<file path="config.mk">
export PLATFORM = sky130hd
export DESIGN_NAME = cfg_streamer
export DESIGN_NICKNAME = d
export VERILOG_FILES = /design/src/rtl/cfg_streamer.sv
export SDC_FILE = /design/constraint.sdc
export NUM_CORES = 1
export LEC_CHECK = 0
export CAP_MARGIN = 20
export CORE_UTILIZATION = 35
export DETAILED_ROUTE_END_ITERATION = 10
export MAX_ROUTING_LAYER = met4
export SYNTH_ARGS = -nofsm -noshare
export SYNTH_HDL_FRONTEND = slang
export SYNTH_SLANG_ARGS = --single-unit
</file>
<file path="constraint.sdc">
create_clock -name clk -period 2.3 [get_ports clk]
set_input_delay 0.46 -clock clk [delete_from_list [all_inputs] [get_ports clk]]
set_output_delay 0.46 -clock clk [all_outputs]
set_load 0.02 [all_outputs]
</file>
<file path="src/rtl/cfg_streamer.sv">
// cfg_streamer
//   Feeds one logic unit's configuration port. Payload bytes from the
//   bitstream loader (valid/ready) are turned into header/payload byte
//   pairs on cfg_out. Every header is generated here, so the loader only
//   supplies payloads, in record order:
//     block records idx = 0 .. NUM_LAYERS*32-1, header {1'b1, idx[6:0]}
//       (idx[6:5] layer, idx[4:2] bit address, idx[1:0] field X/Y/AB/CX)
//     final record, header 8'h7F, payload = output-inversion mask
//   Any cycle that carries neither a header nor a payload drives 8'h00.
//
// Ports
//   clk, rst_n  clock; synchronous active-low reset
//   start       begin a pass (only looked at while idle)
//   abort       end the pass at the next record boundary
//   s_data/s_valid/s_ready  payload source handshake
//   cfg_out     registered byte stream to the unit's cfg_in
//   busy        registered, high while a pass is in progress
//   done        registered, one-cycle pulse when a pass completes
//
// Build option
//   CFG_STREAMER_GAP_EN  when defined, one idle (8'h00) cycle is inserted
//                        after every non-final record.
module cfg_streamer #(
  parameter int NUM_LAYERS = 4
) (
  input  logic       clk,
  input  logic       rst_n,
  input  logic       start,
  input  logic       abort,
  input  logic [7:0] s_data,
  input  logic       s_valid,
  output logic       s_ready,
  output logic [7:0] cfg_out,
  output logic       busy,
  output logic       done
);

  // idx runs one past the last block record; that value is the mask record.
  localparam logic [7:0] MASK_IDX = 8'(NUM_LAYERS * 32);

`ifdef CFG_STREAMER_GAP_EN
  typedef enum logic [1:0] {S_IDLE, S_ISSUE, S_DATA, S_GAP} state_e;
`else
  typedef enum logic [1:0] {S_IDLE, S_ISSUE, S_DATA} state_e;
`endif

  state_e     state_q, state_d;
  logic [7:0] idx_q, idx_d;
  logic [7:0] pay_q, pay_d;
  logic [7:0] cfg_q, cfg_d;
  logic       busy_q, busy_d;
  logic       done_q, done_d;

  logic       is_mask;
  logic [7:0] header;

  assign is_mask = (idx_q == MASK_IDX);
  assign header  = is_mask ? 8'h7F : {1'b1, idx_q[6:0]};

  always_ff @(posedge clk) begin
    if (!rst_n) begin
      state_q <= S_IDLE;
      idx_q   <= 8'h00;
      pay_q   <= 8'h00;
      cfg_q   <= 8'h00;
      busy_q  <= 1'b0;
      done_q  <= 1'b0;
    end else begin
      state_q <= state_d;
      idx_q   <= idx_d;
      pay_q   <= pay_d;
      cfg_q   <= cfg_d;
      busy_q  <= busy_d;
      done_q  <= done_d;
    end
  end

  always_comb begin
    state_d = state_q;
    idx_d   = idx_q;
    pay_d   = pay_q;
    cfg_d   = 8'h00;
    done_d  = 1'b0;
    s_ready = 1'b0;
    case (state_q)
      S_IDLE: begin
        // abort wins over a simultaneous start
        if (start && !abort) begin
          state_d = S_ISSUE;
          idx_d   = 8'h00;
        end
      end
      S_ISSUE: begin
        // ready is withdrawn under abort so the source never sees a
        // handshake that the block then drops
        s_ready = !abort;
        if (abort) begin
          state_d = S_IDLE;
        end else if (s_valid) begin
          cfg_d   = header;
          pay_d   = s_data;
          state_d = S_DATA;
        end
      end
      S_DATA: begin
        // the payload always follows its header, abort or not
        cfg_d = pay_q;
        if (is_mask || abort) begin
          state_d = S_IDLE;
          done_d  = is_mask && !abort;
        end else begin
          idx_d = idx_q + 8'd1;
`ifdef CFG_STREAMER_GAP_EN
          state_d = S_GAP;
`else
          state_d = S_ISSUE;
`endif
        end
      end
`ifdef CFG_STREAMER_GAP_EN
      S_GAP: begin
        state_d = abort ? S_IDLE : S_ISSUE;
      end
`endif
      default: state_d = S_IDLE;
    endcase
    busy_d = (state_d != S_IDLE);
  end

  assign cfg_out = cfg_q;
  assign busy    = busy_q;
  assign done    = done_q;

endmodule

</file>
==> qor.csv, run 1 <==
stage;metric;value;unit
cells_and_area;register area;561;um2
floorplanning;chip width;65.0;um
timing;Final period util;92.7;%
routing;DR vias;1195;
routing;# DRC;0;
routing;DRT Pass-1 Iters;4;
timing;Slew headroom;66.1;%
cells_and_area;Antenna Cells;0;
critical_path;worst r2r src;state_q[0];
routing;remaining antenna violation count;0;
cts;Clock Tree Root;clkbuf_8;
cells_and_area;area of the multi-input gates;751;um2
timing;fmax;0.469;GHz
power_and_ir_drop;Power, Total;0.899;mW
placed_design;Cells after DPL;228;
timing;Pins Over Slew Limit;0;
cells_and_area;Area growth syn-to-layout;23.3;%
routing;final WL;2.97;mm
critical_path;critical path capture point type;primary output;
power_and_ir_drop;Pleak;0.572;nW
global_route;gr usage total;16.2;%
cts;htree depth;1;
routing;via-per-instance ratio;5.15;
yosys;total nets after synthesis;181;
cells_and_area;most frequent cells in the layout;39 x nand2_1, 28 x dfxtp_1, 23 x clkdlybuf4s50_1;
cts;post-CTS setup buffers;0;
critical_path;worst path cell trace;ha_1 -> nor2b_2 -> clkdlybuf4s50_1;
timing;clock skew;0.00192;ns
yosys;Seq/Total Area, Yosys;40.4;%
placed_design;Final Wtd Congestion;0.779;
floorplanning;io pins;24;
power_and_ir_drop;peak supply drop;0.277;mV
floorplanning;Initial Utilization;37.1;%
cts;worst skew pair latency;0.27;ns
min_path;hold path startpoint;pay_q[6];
timing;setup violators final;0;
run_status;status;finished, final reports clean;
cells_and_area;Layout Nets;204;
yosys;ys async rst share;0;%
critical_path;max incr delay on CP;0.62;ns
timing;Tmin final;2.13;ns
timing;RSZ-0062 raised after global routing;no;
floorplanning;core area;3740;um2
cts;Worst-path clk slew;0.09;ns
yosys;syn_area_per_cell;8.57;um2
yosys;synthesized instance count;162;
global_route;vias in the first global route;1161;
floorplanning;Die Height;65.0;um
min_path;hold crit path type;reg2reg;
cells_and_area;most common cell after layout, fill and taps aside;nand2_1;
timing;worst slew pin tran;0.509;ns
critical_path;critical path buffer and inverter count;1;
run;MaxCap Viol Count;0;
cts;worst-case clock buffer depth;2;
timing;WHS;0.458;ns
yosys;flops & latches, synth;28;
cts;post-CTS sizing;0;
critical_path;critical path's top delay family;buffers and inverters;
cells_and_area;filler cell count;395;
routing;DR WL/cell;12.8;um
critical_path;Setup crit start;state_q[0];
cts;CTS tree;done;
placed_design;hpwl dp;2.12;mm
critical_path;crit start category;register;
cts;number of CTS-inserted buffers;3;
yosys;dominant synthesized flop cell;dfxtp_1;
yosys;Mapped Area;1390;um2
floorplanning;Die Area;4220;um2
yosys;Synth warnings;0;
cts;Sink Count;28;
global_route;largest net degree at the start of global routing;25;
yosys;Post-synth EDFFs;0;
yosys;library cells used by synthesis;33;
timing;Setup TNS Final;0;ns
global_route;initial antenna violation count;0;
cells_and_area;Cell Count, Final, Fillers Out;232;
global_route;Overflow after GRT;0;
cts;Hold Buf Count CTS;0;
critical_path;Critical-path top delay cell;clkdlybuf4s50_1;
floorplanning;FP Rows;22;
critical_path;CP Class;reg2out;
cells_and_area;share of layout cells above drive strength 1;10.9;%
power_and_ir_drop;PwrDens;525;nW/um2
critical_path;critical path peak fanout;5;
routing;Initial DRC Count;36;
placed_design;# port buffers;23;
global_route;global-route wire length before repair;5.18;mm
timing;final hold violation count;0;
critical_path;Critical Path AT;1.67;ns
critical_path;CP Data Required Time;1.84;ns
## stage by stage
stage	util, %	setup WS [ns]	instance area, um2
final	45.8	0.167	1710
after floorplan	-	0.745	1390
after CTS	45.8	0.143	1710
after global placement	44.3	0.162	1660
after global routing	45.8	0.0915	1710
after detailed placement	44.3	0.162	1660
## Yosys cell counts (2+ instances only)
cell type  number  area [um2]
nor2b_2         2        17.5
dfxtp_1        28         561
a21boi_0        8        60.1
clkbuf_1        4        15.0
nor3_1          5        25.0
a21oi_1        10        50.1
o21ai_0         8        40.0
o211ai_2        4        50.1
and2_1          2        12.5
buf_4           3        22.5
ha_1            6        75.1
o2111a_1        2        22.5
clkbuf_2        2        10.0
nor2_1          4        15.0
o21ai_1         4        20.0
a31oi_1         2        12.5
nand2_1        39         146
nand4_1         3        18.8
inv_1           5        18.8
nand4b_1        2        17.5
nand3_1         7        35.0
## power by group
group          switching [mW]  internal (mW)
sequential            0.00465          0.492
clock                   0.148          0.153
combinational          0.0551         0.0464
## logic make-up after synthesis
family | share of synthesized area [%]
flip-flops | 40.4
AND/OR/NAND/NOR | 23.8
AO/OA/AOI/OAI | 24.9
adder cells (fa/ha/maj) | 5.41
buffers and inverters | 5.59
## worst paths after layout
check	cells after the start	slack [ns]	to
max	3	0.17	s_ready
min	2	0.46	cfg_out[6]
max reg2reg	6	0.49	idx_q[2]
min reg2reg	2	0.46	cfg_out[6]
## per-layer routing
metal  GRT usage (%)  up-vias  wire length [um]
li1                -      610                 -
met1            19.2      559              1360
met2            26.8       24              1460
met3            4.40        2               134
met4            4.72        0                21
met5               -        -                 0
## cell type report
cell class	instances	area share, %
sequential	28	32.7
clock buffer	4	3.21
multi-input combinational	119	43.8
tap	48	3.51
inverter	5	1.10
timing repair buffer	28	15.6
## tightest hold or removal path, delay by kind of cell, from the launching register on
kind               cells  cell delay [ns]
and+or+nand+nor        1             0.05
DFF                    1             0.32
AOI/OAI and AO/OA      1             0.05
## registers in the layout, indices dropped and copies added (netlist names)
signal	count
state_q	2
busy	1
cfg_out	8
idx_q	8
done	1
pay_q	8
No activity file was read; power rests on OpenSTA's default activity.
==> inputs of run 2 (changes only) <==
- GPL_TIMING_DRIVEN: unset -> 0
- SETUP_SLACK_MARGIN: unset -> 0.2
==> run 2 against run 1 <==
Compared with the run above:
- via count rose by 5.1%
- register-to-register slack barely moved
- flip-flop and latch count did not move
- cell area rose by 1.3%
- hold slack improved by 0.0051 ns
- non-clock buffer count rose by 5
- core utilization rose by 0.60 points
- cell count rose by 2.2%
- global-route usage rose by 1.4 points
- critical path depth rose by 1
- combinational power barely moved
- clock skew rose by 0.00080 ns
- critical path type unchanged
- largest power group unchanged
==> qor.csv, run 2 (same netlist as run 1, synthesis figures left out) <==
stage;metric;value;unit
cts;Clock Tree Root;clkbuf_8;
routing;via-per-instance ratio;5.30;
power_and_ir_drop;PwrDens;517;nW/um2
routing;DR WL/cell;13.7;um
global_route;initial antenna violation count;0;
cells_and_area;Cell Count, Final, Fillers Out;237;
min_path;hold crit path type;reg2reg;
cells_and_area;most common cell after layout, fill and taps aside;nand2_1;
power_and_ir_drop;internal power;0.689;mW
critical_path;CP Data Required Time;1.84;ns
floorplanning;io pins;24;
critical_path;worst r2r src;state_q[0];
critical_path;flop2flop setup slack;0.50;ns
power_and_ir_drop;sequential power share;55.4;%
global_route;gr usage total;17.6;%
power_and_ir_drop;Psw;0.207;mW
power_and_ir_drop;sw frac;23.1;%
timing;Final period util;82.5;%
timing;Pins Over Slew Limit;0;
critical_path;CP Class;reg2out;
cts;Sink Count;28;
routing;DRT Pass-1 Iters;5;
cells_and_area;final instance area;1740;um2
global_route;largest net degree at the start of global routing;16;
cells_and_area;most frequent cells in the layout;39 x nand2_1, 28 x dfxtp_1, 21 x clkdlybuf4s50_1;
cells_and_area;filler cell count;370;
cts;worst skew pair latency;0.27;ns
cts;Hold Buf Count CTS;0;
global_route;global-route wire length before repair;5.61;mm
critical_path;critical path capture point type;primary output;
placed_design;hpwl dp;2.40;mm
cells_and_area;Area growth syn-to-layout;25.0;%
routing;DR vias;1256;
power_and_ir_drop;Power, Total;0.896;mW
global_route;vias in the first global route;1321;
cells_and_area;share of layout cells above drive strength 1;11.1;%
cells_and_area;area of the multi-input gates;751;um2
floorplanning;core area;3740;um2
power_and_ir_drop;combinational power share;11.1;%
timing;worst slew pin tran;0.585;ns
cts;CTS tree;done;
placed_design;DP Area;1680;um2
timing;setup violators final;0;
power_and_ir_drop;peak supply drop;0.311;mV
timing;clock skew;0.00272;ns
timing;RSZ-0062 raised after global routing;no;
cts;worst-case clock buffer depth;2;
floorplanning;Die Height;65.0;um
placed_design;# port buffers;23;
routing;# DRC;0;
power_and_ir_drop;Pleak;0.596;nW
cells_and_area;Layout Utilization;46.4;%
cts;htree depth;1;
critical_path;critical path peak fanout;4;
run;MaxCap Viol Count;0;
cts;Worst-path clk slew;0.09;ns
placed_design;Cells after DPL;233;
floorplanning;Initial Utilization;37.1;%
routing;final WL;3.25;mm
floorplanning;FP Rows;22;
timing;Slew headroom;61.0;%
global_route;Overflow after GRT;0;
cells_and_area;Antenna Cells;0;
routing;remaining antenna violation count;0;
timing;final hold violation count;0;
placed_design;Final Wtd Congestion;0.841;
timing;Tmin final;1.90;ns
run_status;status;finished, final reports clean;
routing;Initial DRC Count;76;
placed_design;pre-CTS setup slack;-0.0118;ns
critical_path;worst r2r path cells;6;
min_path;hold path startpoint;pay_q[5];
critical_path;Setup crit start;state_q[1];
cts;number of CTS-inserted buffers;3;
critical_path;crit start category;register;
min_path;WHS Path Cells;2;
floorplanning;Die Area;4220;um2
cells_and_area;register area;561;um2
critical_path;Critical Path AT;1.44;ns
floorplanning;chip width;65.0;um
timing;final worst-path setup slack;0.403;ns
power_and_ir_drop;clock share of power;33.5;%
cts;post-CTS setup buffers;0;
timing;fmax;0.527;GHz
cells_and_area;Layout Nets;209;
-- run 2: per-layer routing --
metal,GRT usage [%],part of all wire (%)
met1,18.8,42
met2,32.3,53
met3,4.23,4.4
met4,4.44,0.65
met5,-,0
-- run 2: layout make-up --
type,instances,area share (%)
multi-input combinational,119,43.3
sequential,28,32.3
timing repair buffer,23,13.3
tap,48,3.46
buffer,10,3.39
clock buffer,4,3.17
inverter,5,1.08
-- run 2: worst paths after layout --
check	to
setup / recovery	s_ready
hold / removal	cfg_out[5]
setup reg to reg	idx_q[6]
hold reg to reg	cfg_out[5]
-- run 2: through the flow --
| stage | hold WS (ns) | setup TNS (ns) |
|---|---|---|
| final | 0.463 | 0 |
| after global routing | 0.483 | 0 |
| after CTS | 0.463 | 0 |
| after detailed placement | 0.452 | -0.0118 |
| after global placement | 0.448 | 0 |
| after floorplan | 0.432 | 0 |
-- run 2: power by group through the flow --
stage	sequential, mW	clock, mW	combinational, mW
6_report	0.496	0.300	0.0999
5_1_grt	0.497	0.332	0.110
4_1_cts	0.496	0.310	0.101
3_5_place_dp	0.508	0	0.101
3_3_place_gp	0.507	0	0.0998
2_1_floorplan	0.509	0	0.0543
-- run 2: critical path: stages (launching register included) --
cell and delay, ns:
dfxtp_1 0.40, inv_1 0.08, ha_1 0.19, nor2b_2 0.17, dlygate4sd2_1 0.33
-- run 2: timing repair --
action	4_1_cts	5_1_grt
resized for setup	1	1
hold endpoints to repair	0	0
setup endpoints to repair	1	1
